===== config.mk =====
export PLATFORM = sky130hd
export DESIGN_NAME = rv32_exec_datapath_flat
export DESIGN_NICKNAME = d
export VERILOG_FILES = /design/src/rtl/rv32_exec_datapath_if.sv /design/src/rtl/rv32_exec_datapath.sv /design/src/flat_wrapper.sv
export SDC_FILE = /design/constraint.sdc
export NUM_CORES = 2
export LEC_CHECK = 0
export CELL_PAD_IN_SITES_DETAIL_PLACEMENT = 0
export CELL_PAD_IN_SITES_GLOBAL_PLACEMENT = 1
export CORE_ASPECT_RATIO = 0.7
export CORE_MARGIN = 2
export CORE_UTILIZATION = 30
export DETAILED_ROUTE_END_ITERATION = 10
export PLACE_DENSITY_LB_ADDON = 0.1
export SYNTH_ARGS = -nofsm -noshare
export SYNTH_HDL_FRONTEND = slang
export SYNTH_SLANG_ARGS = --single-unit
export TNS_END_PERCENT = 30

===== constraint.sdc =====
create_clock -name clk -period 5.7 [get_ports clk]
set_clock_uncertainty 0.1 [all_clocks]
set_input_delay 1.14 -clock clk [delete_from_list [all_inputs] [get_ports clk]]
set_output_delay 1.14 -clock clk [all_outputs]
set_load 0.05 [all_outputs]

===== src/rtl/rv32_exec_datapath_if.sv =====
// Execute-datapath bus between the multicycle core FSM (master) and the datapath (slave).
interface rv32_exec_datapath_if #(parameter int XLEN = 32);
    logic [4:0]      rs1;
    logic [4:0]      rs2;
    logic [4:0]      w;
    logic [XLEN-1:0] data_in;
    logic            we;
    logic [XLEN-1:0] data_out1;
    logic [XLEN-1:0] data_out2;
    logic [2:0]      funct3;
    logic [6:0]      funct7;
    logic [3:0]      fmt;
    logic [XLEN-1:0] alu_src_a;
    logic [XLEN-1:0] alu_src_b;
    logic [3:0]      alu_ctr;
    logic [XLEN-1:0] alu_resp;

    modport master (
        output rs1, rs2, w, data_in, we, funct3, funct7, fmt, alu_src_a, alu_src_b,
        input  data_out1, data_out2, alu_ctr, alu_resp
    );

    modport slave (
        input  rs1, rs2, w, data_in, we, funct3, funct7, fmt, alu_src_a, alu_src_b,
        output data_out1, data_out2, alu_ctr, alu_resp
    );
endinterface


===== src/rtl/rv32_exec_datapath.sv =====
// RV32I execute datapath: 32x32 register file, ALU-control decoder, registered ALU.
// Define REGFILE_WRITE_BYPASS_EN to forward same-cycle write data to the read ports.
module rv32_exec_datapath #(
    parameter int              XLEN      = 32,
    parameter logic [XLEN-1:0] RESET_VAL = '0
) (
    input  logic                 clk,
    input  logic                 reset,
    rv32_exec_datapath_if.slave  bus
);

    typedef enum logic [3:0] {
        OP_ADD  = 4'd0,
        OP_SUB  = 4'd1,
        OP_SLL  = 4'd2,
        OP_SLT  = 4'd3,
        OP_SLTU = 4'd4,
        OP_XOR  = 4'd5,
        OP_SRL  = 4'd6,
        OP_SRA  = 4'd7,
        OP_OR   = 4'd8,
        OP_AND  = 4'd9
    } alu_op_t;

    localparam logic [3:0] FMT_R = 4'd0;
    localparam logic [3:0] FMT_I = 4'd1;

    logic [XLEN-1:0] regs [32];
    logic [XLEN-1:0] rd1;
    logic [XLEN-1:0] rd2;
    alu_op_t         alu_op;
    logic [XLEN-1:0] alu_next;
    logic [XLEN-1:0] alu_q;
    logic [4:0]      shamt;
    logic            wr_en;
    logic            unused_funct7;

    assign unused_funct7 = ^{bus.funct7[6], bus.funct7[4:0]};
    assign wr_en         = bus.we && (bus.w != 5'd0);

    always_ff @(posedge clk) begin
        if (reset) begin
            for (int i = 0; i < 32; i++) begin
                regs[i] <= RESET_VAL;
            end
        end else if (wr_en) begin
            regs[bus.w] <= bus.data_in;
        end
    end

    // x0 is never stored; it is forced to zero on the read side.
    always_comb begin
        rd1 = (bus.rs1 == 5'd0) ? '0 : regs[bus.rs1];
        rd2 = (bus.rs2 == 5'd0) ? '0 : regs[bus.rs2];
`ifdef REGFILE_WRITE_BYPASS_EN
        if (wr_en && (bus.rs1 == bus.w)) rd1 = bus.data_in;
        if (wr_en && (bus.rs2 == bus.w)) rd2 = bus.data_in;
`endif
    end

    assign bus.data_out1 = rd1;
    assign bus.data_out2 = rd2;

    always_comb begin
        alu_op = OP_ADD;
        if ((bus.fmt == FMT_R) || (bus.fmt == FMT_I)) begin
            case (bus.funct3)
                3'b000:  alu_op = ((bus.fmt == FMT_R) && bus.funct7[5]) ? OP_SUB : OP_ADD;
                3'b001:  alu_op = OP_SLL;
                3'b010:  alu_op = OP_SLT;
                3'b011:  alu_op = OP_SLTU;
                3'b100:  alu_op = OP_XOR;
                3'b101:  alu_op = bus.funct7[5] ? OP_SRA : OP_SRL;
                3'b110:  alu_op = OP_OR;
                default: alu_op = OP_AND;
            endcase
        end
    end

    assign bus.alu_ctr = alu_op;
    assign shamt       = bus.alu_src_b[4:0];

    always_comb begin
        alu_next = '0;
        case (alu_op)
            OP_ADD:  alu_next = bus.alu_src_a + bus.alu_src_b;
            OP_SUB:  alu_next = bus.alu_src_a - bus.alu_src_b;
            OP_SLL:  alu_next = bus.alu_src_a << shamt;
            OP_SLT:  alu_next = {{(XLEN-1){1'b0}}, ($signed(bus.alu_src_a) < $signed(bus.alu_src_b))};
            OP_SLTU: alu_next = {{(XLEN-1){1'b0}}, (bus.alu_src_a < bus.alu_src_b)};
            OP_XOR:  alu_next = bus.alu_src_a ^ bus.alu_src_b;
            OP_SRL:  alu_next = bus.alu_src_a >> shamt;
            OP_SRA:  alu_next = $unsigned($signed(bus.alu_src_a) >>> shamt);
            OP_OR:   alu_next = bus.alu_src_a | bus.alu_src_b;
            OP_AND:  alu_next = bus.alu_src_a & bus.alu_src_b;
            default: alu_next = '0;
        endcase
    end

    always_ff @(posedge clk) begin
        if (reset) begin
            alu_q <= RESET_VAL;
        end else begin
            alu_q <= alu_next;
        end
    end

    assign bus.alu_resp = alu_q;

endmodule


===== src/flat_wrapper.sv =====
// flat-port wrapper written by rule: the top's interface ports become plain ports
module rv32_exec_datapath_flat 
#(
    parameter int              XLEN      = 32,
    parameter logic [XLEN-1:0] RESET_VAL = '0
)
  (clk, reset, bus_rs1, bus_rs2, bus_w, bus_data_in, bus_we, bus_funct3, bus_funct7, bus_fmt, bus_alu_src_a, bus_alu_src_b, bus_data_out1, bus_data_out2, bus_alu_ctr, bus_alu_resp);
  rv32_exec_datapath_if #(.XLEN(XLEN)) bus_i ();
  input  logic clk;
  input  logic reset;
  input wire logic [$bits(bus_i.rs1)-1:0] bus_rs1;
  input wire logic [$bits(bus_i.rs2)-1:0] bus_rs2;
  input wire logic [$bits(bus_i.w)-1:0] bus_w;
  input wire logic [$bits(bus_i.data_in)-1:0] bus_data_in;
  input wire logic [$bits(bus_i.we)-1:0] bus_we;
  input wire logic [$bits(bus_i.funct3)-1:0] bus_funct3;
  input wire logic [$bits(bus_i.funct7)-1:0] bus_funct7;
  input wire logic [$bits(bus_i.fmt)-1:0] bus_fmt;
  input wire logic [$bits(bus_i.alu_src_a)-1:0] bus_alu_src_a;
  input wire logic [$bits(bus_i.alu_src_b)-1:0] bus_alu_src_b;
  output wire logic [$bits(bus_i.data_out1)-1:0] bus_data_out1;
  output wire logic [$bits(bus_i.data_out2)-1:0] bus_data_out2;
  output wire logic [$bits(bus_i.alu_ctr)-1:0] bus_alu_ctr;
  output wire logic [$bits(bus_i.alu_resp)-1:0] bus_alu_resp;
  assign bus_i.rs1 = bus_rs1;
  assign bus_i.rs2 = bus_rs2;
  assign bus_i.w = bus_w;
  assign bus_i.data_in = bus_data_in;
  assign bus_i.we = bus_we;
  assign bus_i.funct3 = bus_funct3;
  assign bus_i.funct7 = bus_funct7;
  assign bus_i.fmt = bus_fmt;
  assign bus_i.alu_src_a = bus_alu_src_a;
  assign bus_i.alu_src_b = bus_alu_src_b;
  assign bus_data_out1 = bus_i.data_out1;
  assign bus_data_out2 = bus_i.data_out2;
  assign bus_alu_ctr = bus_i.alu_ctr;
  assign bus_alu_resp = bus_i.alu_resp;
  rv32_exec_datapath #(.XLEN(XLEN), .RESET_VAL(RESET_VAL)) u_core (.clk(clk), .reset(reset), .bus(bus_i));
endmodule

=== After elaboration in Yosys (flattened, before gate mapping) ===
Memories as Yosys holds them, arrays and structs flattened.
Cells that the tools add are included.

* Add/subtract/negate cells: 2
* Order comparisons: 2
* Equality and inequality tests: 16
* Shift operators: 3
* Muxes and demuxes: 15
* Bitwise gates (word level): 3
* Reductions and logical operators: 10

{| class="wikitable"
|+ Operators by type and width
! operator !! count
|-
| 32-bit case mux with 10 select lines || 1
|-
| 32-bit 2-to-1 mux || 3
|-
| 32-bit less-than comparator || 2
|-
| 32-bit adder || 1
|-
| 32-bit AND || 1
|-
| 32-bit bitwise OR || 1
|-
| 32-bit OR reduction || 1
|-
| 32-bit by 5-bit left shift with 32-bit output || 1
|-
| 32-bit by 5-bit >> shifter with 32-bit output || 1
|-
| 32-bit by 5-bit >>> shifter with 32-bit output || 1
|-
| 32-bit subtractor || 1
|-
| 32-bit bitwise XOR || 1
|-
| 4-bit case mux with 7 select lines || 1
|-
| 4-bit by 3-bit equality test with 1-bit output, second input constant || 4
|-
| 5-bit zero test || 2
|-
| 3-bit equality test, second input constant || 3
|-
| 4-bit by 1-bit equality test with 1-bit output, second input constant || 2
|-
| 4-bit by 2-bit equality test with 1-bit output, second input constant || 2
|-
| 4-bit equality test, second input constant || 2
|-
| 4-bit zero test || 2
|-
| 1-bit 2-to-1 mux || 8
|-
| 3-bit by 2-bit equality test with 1-bit output, second input constant || 2
|-
| 5-bit 2-to-1 mux || 1
|-
| 5-bit nonzero test || 1
|-
| other kinds (5) || 6
|}

* Register bits after elaboration: 32
* Bits in writable memories: 1024
* Input bits: 128
* Memories: 1

{| class="wikitable"
|+ Memories
! memory !! depth !! width !! read ports !! clocked after memory_dff !! write ports !! RTL line !! text
|-
| u_core.regs || 32 || 32 || 2 || 0 || 32 || rv32_exec_datapath.sv:28 || <nowiki>logic [XLEN-1:0] regs [32];</nowiki>
|}

=== Logic depth before layout (Yosys ltp) ===
* Word-level depth: 7
* Gate-level depth with buffers: 15
* Mapped depth without buffers: 12

=== Worst setup path after synthesis ===
OpenSTA, ideal clock, no wires.

* Path kind: input-to-reg
* From: input reset
* To: memory u_core.regs[24][0] (enable)
* Data arrival time: 4.212 ns
* Required time: 5.134 ns
* Path slack: 0.923 ns
* Stages: 5
* Buffers on the path: 2
* Cell sequence: clkbuf_1 nor2b_1 nand4bb_1 clkbuf_1 o21ai_0

{| class="wikitable"
|+ RTL lines
! element !! RTL line !! text
|-
| start: declaration || flat_wrapper.sv:10 || <nowiki>input logic reset;</nowiki>
|-
| end: declaration || rv32_exec_datapath.sv:28 ||
|}

=== Worst setup path in the final report ===
* From: input bus_rs1[0]
* To: output bus_data_out1[6]

* Longest elaborated chain between the ends: 2
* Elaborated cells between the ends (all ways): 3

{| class="wikitable"
|+ Ends and longest elaborated chain
! element !! RTL line !! text
|-
| start: declaration || flat_wrapper.sv:11 || <nowiki>input wire logic [$bits(bus_i.rs1)-1:0] bus_rs1;</nowiki>
|-
| memory read 32 x 32 bit / 5-bit zero test (equally long branches) || -- ||
|-
| 32-bit 2-to-1 mux (*) || rv32_exec_datapath.sv:53 || <nowiki>rd1 = (bus.rs1 == 5'd0) ? '0 : regs[bus.rs1];</nowiki>
|-
| end: declaration || flat_wrapper.sv:21 || <nowiki>output wire logic [$bits(bus_i.data_out1)-1:0] bus_data_out1;</nowiki>
|}

Mark *: on every way between the ends. The rest lies on a longest branch, timed or not.

==> out/results.md <==
* 4583 — post-synthesis cell count
* primary input to output port — type of the setup path with the least slack
* 27.2% — fraction of layout cells with a size suffix above 1
* 48.3% — fraction of post-synthesis cell area in the top cell type by area
* 0 — DR DRC count
* clkbuf_16 — CTS root buf
* 554 um — die width
* 1056 — Synth Register Bits
* 0 ns — setup TNS
* 1.19 ns — Least-Margin Pin Slew
* 193 MHz — maximum clock rate
* 18.7% — fraction of power consumed by combinational cells
* 5.56 — Via-to-Cell Ratio
* 90.9% — final period utilization
* 5.18 ns — Final min period
* 116 — clock buffer count from CTS
* 0 — Yosys Warn Count
* 0.000278 V — worst voltage drop across the vdd grid
* finished, final reports clean — run status
* 0.0155 W — internal power of the cells
* 1056 — clk sink count
* output port — crit path capture type
* 0.00613 W — switching power summed over all nets
* 0.216 sq mm — overall die area
* 82 — number of library cell types mapped by synthesis
* 28 — number of antenna violations at the first check in global routing
* 0.08 ns — clock-pin transition on the worst setup and hold timing paths
* primary input — Worst setup SP type
* 0% — proportion of register bits with asynchronous set or reset after synthesis
* 42000 — vias in the first global route
* 0 — total count of hold-check failures in the final report
* 0 — post-cts hold buffer count
* edfxtp_1 (1024), and2_1 (1001), mux4_2 (686), clkbuf_1 (367), nor2_1 (247) — top post-synthesis cells by count
* 3 — Clock Tree Buf Depth
* 0 — post-CTS repair timing setup buffer count
* 20.4% — worst max-slew margin expressed relative to the limit
* 42.3% — portion of total power attributed to sequential cells
* 0.0217 W — total chip power
* yes — clock tree from TritonCTS
* 169000 um — DPL Wire Length
* 13.9 sq um — average instance area after synthesis
* 0.516 ns — Final WS setup
* 0.0636 sq mm — post-synthesis instance area
* 30.2% — initial core utilization
* 26.0 nW — leakage power
* edfxtp_1 — library cell with the largest summed area after synthesis
* 0 — Pins Over Slew Limit
* 3.94 ns — Worst Path Arrival
* 5580 — initial DRC count
* 0.0709 sq mm — Post-DP Area
* 0 — grt total ovfl
* 141 — number of core rows
* 221 — number of I/O port buffers
* 0 — Final Setup Violations
* 0.356 ns — Post-Place Worst Slack
* 356000 um — wire length of the first global-routing pass
* 0.0751 sq mm — fin area
* 0.211 sq mm — Floorplan Core Area
* 0 — number of routed nets with antenna violations
* 39.0% — proportion of power drawn by the clock network
* 0.939 — gpl congestion
* 4990 — number of nets in the final layout
* 0.707 ns — Fin Hold WS
* 228 — number of placed I/O pins
* 289 mW/mm^2 — Power Density
* 33.7 um — average detailed-routed wire length per instance
* 6 — number of detailed-routing iterations run before antenna repair
* 94 — largest net degree at the start of global routing
* 49.3% — sequential-to-total area share from yosys stat
* 4.46 ns — worst path required time
* 0 — CTS resizes
* no — unrepaired setup endpoints after global routing
* 42700 — via count
* 20200 — fillers
* 18.0% — area grow syn2layout
* edfxtp_1 (48%), mux4_2 (24%), and2_1 (9.8%), clkbuf_1 (2.2%), mux2i_1 (2.1%) — largest cells by area after synthesis
* 23.6% — Total GRT Usage
* 0 — number of maximum-capacitance violations
* edfxtp_1 — leading register cell type out of synthesis
* 3 — H-Tree Depth
* 35 — Crit Path Max Fanout
* 259000 um — Detailed Route WL
* primary input to flop — Hold Path Class
* 1024 — EDFF count, synth
* edfxtp_1 — top-count cell post-synth
* 28.3% — sw frac
* 389 um — height of the die
-- worst paths after layout --
check	start	to	slack, ns	cells past startpoint
hold / removal	reset	u_core.bus.alu_resp[0]	0.71	2
setup / recovery	bus_rs1[0]	bus_data_out1[6]	0.52	7
-- logic make-up (layout without fill, tap and decap cells) --
family,after synthesis,count (layout),synth area share (%)
adders and majority gates,100,100,1.99
buffers and inverters,579,829,3.49
other,1,49,0.00590
xor gates and xnor gates,10,10,0.138
and+or+nand+nor,1485,1485,13.2
AOI/OAI and AO/OA,526,526,5.33
DFF,1056,1056,49.3
muxes,826,826,26.5
-- power groups by stage --
stage / Clock (W) / Sequential (W) / Combinational [W]
detailed placement: 0 / 0.00932 / 0.00405
floorplan: 0 / 0.00936 / 0.00230
finish: 0.00845 / 0.00916 / 0.00405
CTS: 0.00862 / 0.00916 / 0.00406
global placement: 0 / 0.00930 / 0.00406
global route: 0.00888 / 0.00921 / 0.00423
-- cells in the final DEF (no fill, tap or decap), types with 32 or more instances in the layout --
| cell | instances |
|---|---|
| and2_1 | 1001 |
| nor2_4 | 33 |
| inv_1 | 108 |
| mux2i_1 | 132 |
| a21oi_1 | 119 |
| dfxtp_1 | 32 |
| mux4_2 | 686 |
| nand2_1 | 106 |
| conb_1 | 32 |
| o21ai_0 | 110 |
| buf_12 | 59 |
| clkbuf_16 | 118 |
| nor2_1 | 213 |
| buf_4 | 286 |
| ha_1 | 98 |
| edfxtp_1 | 1024 |
| clkdlybuf4s50_1 | 140 |
-- per-layer routing --
layer  wire length [um]  GRT usage, %
met5                 34             0
met4               4710          4.34
met1             126000          37.5
met3              19800          4.27
met2             108000          33.3
-- final cells by class --
cell class	instances	area, sq um	share of cell area [%]
Tap cell	2788	3490	4.65
Timing Repair Buffer	496	4840	6.44
Clock inverter	83	1120	1.49
Inverter	113	425	0.567
Clock buffer	137	3020	4.03
Multi-Input combinational cell	2979	30700	40.9
Sequential cell	1056	31400	41.8
Antenna cell	17	42.5	0.0567
-- stage by stage --
step	util, %	std cells
2_1_floorplan	-	4614
3_3_place_gp	33.6	7432
3_5_place_dp	33.6	7432
4_1_cts	35.6	7652
5_1_grt	35.6	7652
6_report	35.6	7669
-- state kept, by name, indices dropped and copies added, names as in the netlist --
name and flops:
u_core.bus.alu_resp 32, u_core.regs 1024
-- worst max-delay path, stage by stage --
cell and delay [ns]:
buf_8 0.44, buf_4 0.36, mux4_2 0.56, mux4_2 0.55
mux2i_1 0.46, nor2_1 0.12, buf_4 0.22
Note: power is estimated with default switching activity, not from simulation.
